File: config.mk
export PLATFORM = sky130hd
export DESIGN_NAME = message_rx_msg_parse
export DESIGN_NICKNAME = d
export VERILOG_FILES = /design/src/rtl/message_rx_msg_parse.sv
export SDC_FILE = /design/constraint.sdc
export NUM_CORES = 1
export LEC_CHECK = 0
export CORE_MARGIN = 1.5
export CORE_UTILIZATION = 41
export CTS_CLUSTER_DIAMETER = 40
export DETAILED_ROUTE_END_ITERATION = 8
export GPL_TIMING_DRIVEN = 0
export HOLD_SLACK_MARGIN = 0.05
export PLACE_DENSITY = 0.66
export SLEW_MARGIN = 20
export SYNTH_ARGS = -nofsm -noshare
export SYNTH_HDL_FRONTEND = slang
export SYNTH_SLANG_ARGS = --single-unit
File: constraint.sdc
create_clock -name clk -period 5.59 [get_ports clk]
set_input_delay 1.118 -clock clk [delete_from_list [all_inputs] [get_ports clk]]
set_output_delay 1.118 -clock clk [all_outputs]
set_load 0.02 [all_outputs]
File: src/rtl/message_rx_msg_parse.sv
// Frame sync and UTC hour/minute/second extraction for the 120-bit time message.
// Build macro MSG_RX_RANGE_CHECK_EN enables the field range check and field_err_o.
module message_rx_msg_parse #(
  parameter int MISS_LIMIT = 3
) (
  input  logic         clk,
  input  logic         rst,
  input  logic         data_i,
  input  logic         data_valid_i,
  output logic [4:0]   rx_utc_time_hour,
  output logic [5:0]   rx_utc_time_minute,
  output logic [5:0]   rx_utc_time_second,
  output logic [119:0] message_o,
  output logic         msg_valid_o,
  output logic         hdr_err_o,
  output logic         field_err_o,
  output logic         locked_o
);

  localparam int MW = $clog2(MISS_LIMIT + 1);
  localparam logic [102:0] HDR = {39'd0, 64'h5a5a_5a5a_5a5a_5a5a};

  typedef enum logic [1:0] {HUNT, PAYLOAD, TRACK} state_t;

  state_t        state;
  // Oldest history bit is never compared, so only 102 bits are kept.
  logic [101:0]  sr;
  logic [6:0]    cnt;
  logic [MW-1:0] miss;
  logic          disc;
  logic          bad;
  logic [15:0]   pl;

  logic [16:0]   fields;
  logic          hdr_hit;
  logic          bad_n;
  logic          take;
  logic          range_ok;

  always_comb begin
    fields  = {pl, data_i};
    hdr_hit = ({sr, data_i} == HDR);
    bad_n   = bad | (data_i != HDR[7'd102 - cnt]);
    take    = data_valid_i && (state == PAYLOAD)
              && (cnt == 7'd16) && !disc;
`ifdef MSG_RX_RANGE_CHECK_EN
    range_ok = (fields[16:12] <= 5'd23)
               && (fields[11:6] <= 6'd59)
               && (fields[5:0] <= 6'd59);
`else
    range_ok = 1'b1;
`endif
  end

`ifdef MSG_RX_RANGE_CHECK_EN
  always_ff @(posedge clk) begin
    if (rst) field_err_o <= 1'b0;
    else     field_err_o <= take && !range_ok;
  end
`else
  assign field_err_o = 1'b0;
`endif

  always_ff @(posedge clk) begin
    if (rst) begin
      state              <= HUNT;
      sr                 <= '0;
      cnt                <= '0;
      miss               <= '0;
      disc               <= 1'b0;
      bad                <= 1'b0;
      pl                 <= '0;
      rx_utc_time_hour   <= '0;
      rx_utc_time_minute <= '0;
      rx_utc_time_second <= '0;
      message_o          <= '0;
      msg_valid_o        <= 1'b0;
      hdr_err_o          <= 1'b0;
      locked_o           <= 1'b0;
    end else begin
      msg_valid_o <= 1'b0;
      hdr_err_o   <= 1'b0;
      if (take && range_ok) begin
        message_o          <= {HDR, fields};
        rx_utc_time_hour   <= fields[16:12];
        rx_utc_time_minute <= fields[11:6];
        rx_utc_time_second <= fields[5:0];
        msg_valid_o        <= 1'b1;
      end
      if (data_valid_i) begin
        sr <= {sr[100:0], data_i};
        unique case (state)
          HUNT: begin
            if (hdr_hit) begin
              state    <= PAYLOAD;
              cnt      <= '0;
              disc     <= 1'b0;
              miss     <= '0;
              locked_o <= 1'b1;
            end
          end
          PAYLOAD: begin
            pl <= fields[15:0];
            if (cnt == 7'd16) begin
              state <= TRACK;
              cnt   <= '0;
              bad   <= 1'b0;
            end else begin
              cnt <= cnt + 7'd1;
            end
          end
          TRACK: begin
            bad <= bad_n;
            if (cnt == 7'd102) begin
              cnt <= '0;
              if (!bad_n) begin
                state <= PAYLOAD;
                disc  <= 1'b0;
                miss  <= '0;
              end else if (int'(miss) + 1 < MISS_LIMIT) begin
                hdr_err_o <= 1'b1;
                miss      <= miss + 1'b1;
                state     <= PAYLOAD;
                disc      <= 1'b1;
              end else begin
                hdr_err_o <= 1'b1;
                miss      <= '0;
                state     <= HUNT;
                locked_o  <= 1'b0;
              end
            end else begin
              cnt <= cnt + 7'd1;
            end
          end
          default: state <= HUNT;
        endcase
      end
    end
  end

endmodule
==> impl_metrics.env, run 1 <==
export IMPL_cts_setup_buffers=0
export IMPL_status="finished clean"
export IMPL_cts_made_buffers=17
export IMPL_route_detailed_drc=0
export IMPL_cts_tree="yes"
export IMPL_crit_path_end_kind="flop"
export IMPL_ctsResizeCount=0
export IMPL_fill_cells=1615
export IMPL_drtPass1Iterations=4
export IMPL_instances_no_fill=1181
export IMPL_syn_area_sq_mm=0.007169
export IMPL_synth_edf_count=0
export IMPL_area_growth_pct=24.75
export IMPL_yosys_most_used_dff="dfxtp_1"
export IMPL_maxCapViolCount=0
export IMPL_die_h_microns=135.2
export IMPL_rsz0062_at_grt="no"
export IMPL_timing_final_crit_share_pct=57.18
export IMPL_cts_sinks=152
export IMPL_portBuffers=70
export IMPL_grt_max_degree=34
export IMPL_initial_core_util_pct=41.74
export IMPL_worst_pin_slew_ns=0.7561
export IMPL_vias=5326
export IMPL_final_min_clock_period_ns=3.196
export IMPL_yosysTopAreaCell="dfxtp_1"
export IMPL_synth_cell_types=50
export IMPL_core_area_sq_mm=0.01718
export IMPL_slew_headroom_pct=49.60
export IMPL_fin_hold_ws_ns=0.4543
export IMPL_peakVddDrop_mv=0.2505
export IMPL_p_leak_nw=3.806
export IMPL_clk_latency_ns=0.42
export IMPL_synth_area_leaders="dfxtp_1 42%, mux2i_1 15%, buf_4 13%, nor2_1 6.0%, nand2_1 4.2%"
export IMPL_worst_slack_ns=2.394
export IMPL_grtUsageTotal_pct=15.47
export IMPL_ant_nets=0
export IMPL_critical_path_class="in2reg"
export IMPL_clockRootBuffer="clkbuf_16"
export IMPL_cts_max_path_buffers=2
export IMPL_critPathMaxFanout=10
export IMPL_async_flop_share_pct=0
export IMPL_path_clk_slew_ns=0.06
export IMPL_hold_viol_final=0
export IMPL_slowest_delay_ns=0.57
export IMPL_antenna_found_initial=0
export IMPL_cp_cell_sequence="clkdlybuf4s50_1, nor4b_1, nand2_1, nor3_1, a31oi_1, buf_2, o21ai_1, nor2_1"
export IMPL_pre_cts_ws_ns=1.947
export IMPL_hold_class="reg2reg"
export IMPL_drt_initial_drc_count=270
export IMPL_cts_htree_levels=4
export IMPL_slowest_stage="clkdlybuf4s50_1"
export IMPL_power_density_mw_per_mm2=254.2
export IMPL_grt_pass1_wl_microns=22600
export IMPL_ctsHoldBuffers=0
export IMPL_cp_arrival_ns=3.48
export IMPL_syn_inst=788
export IMPL_crit_required_ns=5.87
export IMPL_synth_most_common_cell="dfxtp_1"
export IMPL_yosys_warnings=0
export IMPL_synth_seq_cells=152
export IMPL_nets=960
export IMPL_die_w_microns=135.2
export IMPL_diodes=0
export IMPL_finalSetupTns_ns=0
export IMPL_ys_seq_area_share_pct=42.44
export IMPL_dpl_cell_count=1154
export IMPL_clock_skew_ns=0.008215
export IMPL_avgRoutedWirePerCell_microns=11.94
export IMPL_synthTopCellsByCount="152 x dfxtp_1, 120 x buf_4, 114 x nor2_1"
export IMPL_io_pins=145
export IMPL_setup_violations=0
export IMPL_dp_hpwl_microns=10250
export IMPL_gp_congestion=0.7808
export IMPL_avgSynthCellArea_sq_um=9.098
export IMPL_dieArea_sq_mm=0.01829
export IMPL_fp_row_count=48
export IMPL_drive_gt1_share_pct=17.05
export IMPL_totalWireLength_microns=14100
export IMPL_grt_pass1_vias=4603
export IMPL_viasPerCell=4.510
export IMPL_fmax_mhz=312.9
export IMPL_start_kind="input pin"
export IMPL_grt_overflow=0
export IMPL_maxSlewViolCount=0
export IMPL_yosys_area_top_type_share_pct=42.44
logic make-up (layout without fill, tap and decap cells):
family	after synthesis	in the layout	share of synthesized area, %
buffers and inverters	169	266	15.27
muxes	108	108	15.11
other	1	72	0.05231
adders and majority gates	8	8	1.396
DFF	152	152	42.44
and+or+nand+nor	285	285	20.14
xor gates and xnor gates	2	2	0.2444
AOI/OAI and AO/OA	63	63	5.340
per-stage QoR:
stage	area, sq um	util (%)	total power, mW
global route	8944	52.07	2.364
CTS	8942	52.06	2.297
global placement	8418	49.01	1.262
floorplan	7436	-	1.244
finish	8944	52.07	2.273
detailed placement	8418	49.01	1.262
cell type report:
type,instances,area (sq um),share of cell area (%)
Sequential cell,152,3044,34.04
Timing Repair Buffer,70,700.7,7.834
Multi-Input combinational cell,538,3298,36.88
Clock inverter,5,50.05,0.5596
Inverter,11,41.29,0.4617
Clock buffer,22,474.2,5.302
Tap cell,225,281.5,3.148
Buffer,158,1054,11.78
metal layers:
layer  vias up  track usage, %  part of all wire [%]
met3         9           4.676                   6.1
met1      2370           20.51                    49
met4         0           4.659                  0.80
met2       122           24.23                    44
li1       2825               -                     -
met5         -               0                     0
registers in the layout (all words and copies together) (netlist names):
signal              count
sr                    102
pl                     16
cnt                     7
rx_utc_time_minute      5
rx_utc_time_second      5
message_o               4
rx_utc_time_hour        4
miss                    2
state                   2
bad                     1
disc                    1
hdr_err_o               1
locked_o                1
msg_valid_o             1
where the power goes:
part / leakage, nW / internal, mW / switching (mW)
sequential: 1.22 / 1.09 / 0.00156
combinational: 2.32 / 0.0579 / 0.0954
clock: 0.263 / 0.631 / 0.402
total: 3.81 / 1.77 / 0.499
cell usage in the layout, fill, tap and decap left out, drive strengths merged, types with 2 or more instances in the layout:
cell,Yosys,routed
nand3,5,5
nand4b,2,2
nand2b,2,2
inv,11,11
o311ai,3,3
clkdlybuf4s50,0,70
buf,130,130
a211oi,3,3
or3,7,7
nor2b,2,2
clkinv,0,4
conb,1,72
mux2,2,2
a21oi,41,41
dfxtp,152,152
nor2,114,114
or4b,3,3
o21ai,6,6
nor4,12,12
nor4b,9,9
xnor2,2,2
ha,8,8
nor3,11,11
clkbuf,28,50
nor4bb,12,12
nand2,81,81
mux2i,106,106
and3,2,2
and4b,4,4
nand4,15,15
path summary, 6_finish.rpt:
kind	from	to	slack, ns	depth (start not counted)
setup / recovery	data_i	cnt[1]	2.39	8
setup reg to reg	sr[71]	cnt[1]	2.77	7
hold / removal	pl[15]	pl[15]	0.45	2
hold reg to reg	pl[15]	pl[15]	0.45	2
worst max-delay path, delay by kind of cell:
family	cells	cell delay (ns)
AOI/OAI and AO/OA	2	0.69
buffers and inverters	2	0.84
and+or+nand+nor	4	0.82
(Power assumes the default switching activity.)
==> run 2, diff against run 1 <==
--- a/config.mk
+++ b/config.mk
@@ -11,7 +11,7 @@
 export DETAILED_ROUTE_END_ITERATION = 8
 export GPL_TIMING_DRIVEN = 0
 export HOLD_SLACK_MARGIN = 0.05
-export PLACE_DENSITY = 0.66
+export PLACE_DENSITY = 0.69
 export SLEW_MARGIN = 20
 export SYNTH_ARGS = -nofsm -noshare
 export SYNTH_HDL_FRONTEND = slang
==> constraint.sdc (replaced) <==
create_clock -name clk -period 2.9 [get_ports clk]
set_input_delay 0.58 -clock clk [delete_from_list [all_inputs] [get_ports clk]]
set_output_delay 0.58 -clock clk [all_outputs]
set_load 0.02 [all_outputs]
==> run 2 against run 1 <==
Against the previous run:
- hold slack improved by 0.0018 ns
- register-to-register slack got worse by 2.6 ns
- global-route usage increased by 0.66 points
- sequential cell count unchanged
- core utilization increased by 0.56 points
- first-iteration DRC count decreased by 17%
- clock-buffer cell count decreased by 2
- clock skew decreased by 0.0019 ns
- non-clock buffer count unchanged
- critical endpoint is now cnt[2]
- highest routed layer unchanged
==> impl_metrics.env, run 2 (same netlist as run 1, synthesis figures left out) <==
export IMPL_start_kind="flop"
export IMPL_reg_largest_list="sr (102), pl (16), cnt (7)"
export IMPL_portBuffers=70
export IMPL_die_h_microns=135.2
export IMPL_cts_sinks=152
export IMPL_cp_cell_sequence="nor4_1, nand4_1, nor4_1, a31oi_1, buf_2, o21ai_1, a21oi_1"
export IMPL_slew_headroom_pct=51.75
export IMPL_grt_max_degree=34
export IMPL_p_leak_nw=3.835
export IMPL_cts_tree="yes"
export IMPL_peakVddDrop_mv=0.3744
export IMPL_layout_common_cells="151 x dfxtp_1, 120 x buf_4, 114 x nor2_1, 106 x mux2i_1, 81 x nand2_1"
export IMPL_hold_class="reg2reg"
export IMPL_design_area_sq_mm=0.009040
export IMPL_antenna_found_initial=0
export IMPL_status="finished clean"
export IMPL_worst_pin_slew_ns=0.7237
export IMPL_clock_skew_ns=0.006325
export IMPL_nets=960
export IMPL_dieArea_sq_mm=0.01829
export IMPL_worst_slack_ns=0.2159
export IMPL_pre_cts_ws_ns=-0.2094
export IMPL_fmax_mhz=372.6
export IMPL_totalWireLength_microns=14320
export IMPL_fp_row_count=48
export IMPL_hold_viol_final=0
export IMPL_io_pins=145
export IMPL_final_min_clock_period_ns=2.684
export IMPL_cts_max_path_buffers=2
export IMPL_grtUsageTotal_pct=16.14
export IMPL_maxSlewViolCount=0
export IMPL_grt_pass1_wl_microns=23700
export IMPL_finalSetupTns_ns=0
export IMPL_diodes=0
export IMPL_crit_path_end_kind="flop"
export IMPL_path_clk_slew_ns=0.06
export IMPL_cts_made_buffers=17
export IMPL_cp_arrival_ns=2.97
export IMPL_vias=5448
export IMPL_slowest_delay_ns=0.50
export IMPL_die_w_microns=135.2
export IMPL_grt_overflow=0
export IMPL_largest_reg_flops=102
export IMPL_clk_latency_ns=0.42
export IMPL_largest_register="sr"
export IMPL_area_growth_pct=26.09
export IMPL_viasPerCell=4.594
export IMPL_ctsHoldBuffers=0
export IMPL_cts_htree_levels=4
export IMPL_critPathMaxFanout=10
export IMPL_rsz0062_at_grt="no"
export IMPL_setup_violations=0
export IMPL_drive_gt1_share_pct=17.48
export IMPL_dp_hpwl_microns=10530
export IMPL_slowest_stage="nor4_1"
export IMPL_timing_final_crit_share_pct=92.55
export IMPL_route_detailed_drc=0
export IMPL_grt_pass1_vias=4916
export IMPL_maxCapViolCount=0
export IMPL_place_area_sq_mm=0.008418
export IMPL_final_common_cell="dfxtp_1"
export IMPL_cpMostUsedCell="nor4_1"
export IMPL_crit_required_ns=3.19
export IMPL_drt_initial_drc_count=225
export IMPL_ant_nets=0
export IMPL_avgRoutedWirePerCell_microns=12.08
export IMPL_gp_congestion=0.7942
export IMPL_critical_path_class="reg2reg"
export IMPL_drtPass1Iterations=5
export IMPL_initial_core_util_pct=41.74
export IMPL_power_density_mw_per_mm2=521.6
export IMPL_core_area_sq_mm=0.01718
export IMPL_clockRootBuffer="clkbuf_16"
## run 2: changes by cell type in the layout (fill, tap and decap cells not counted)
| cell | delta |
|---|---|
| inv_6 | +1 |
| clkinvlp_4 | +4 |
| clkinv_2 | -1 |
| clkbuf_8 | -2 |
| bufinv_16 | +3 |
## run 2: path summary, 6_finish.rpt
check / cells after the start / slack (ns) / startpoint / to
max: 7 / 0.22 / sr[71] / cnt[2]
min: 2 / 0.46 / pl[15] / message_o[16]
max reg2reg: 7 / 0.22 / sr[71] / cnt[2]
min reg2reg: 2 / 0.46 / pl[15] / message_o[16]
## run 2: repair_timing
item                                    4_1_cts  5_1_grt
endpoints found under the setup margin       31        0
endpoints found under the hold margin         0        0
setup buffers                                 0        0
gates resized for setup                       1        0
## run 2: per-layer routing
metal  vias up  wire length [microns]  GRT usage (%)
met5         -                      0              0
met4         0                    133          5.078
met3        18                    974          4.826
met2       142                   6523          26.02
met1      2471                   6693          20.73
li1       2817                      -              -
## run 2: layout make-up
type | instances | area [sq um]
buffer | 158 | 1054
clock buffer | 20 | 446.7
clock inverter | 12 | 173.9
fill | 1607 | 8137
inverter | 11 | 41.29
multi-input combinational | 538 | 3298
sequential | 152 | 3044
tap | 225 | 281.5
timing repair buffer | 70 | 700.7
## run 2: worst max-delay path: cells and delay by family, from the launching register on
family | cells | cell delay [ns]
simple gates | 3 | 1.19
compound gates | 3 | 0.80
flops | 1 | 0.32
buf+inv | 1 | 0.25
## run 2: power by group
group	internal [mW]	switching, mW	total, mW
combinational	0.112	0.182	0.293
clock	1.46	0.866	2.33
sequential	2.09	0.00428	2.10
## run 2: per-stage QoR
step                util, %  power [mW]  hold slack (ns)  cells
floorplan                 -       2.398           0.4322    859
global placement      49.01       2.431           0.4443   1154
detailed placement    49.01       2.432           0.4492   1154
CTS                   52.63       4.762           0.4599   1186
global route          52.63       4.874           0.4780   1186
finish                52.63       4.715           0.4561   1186
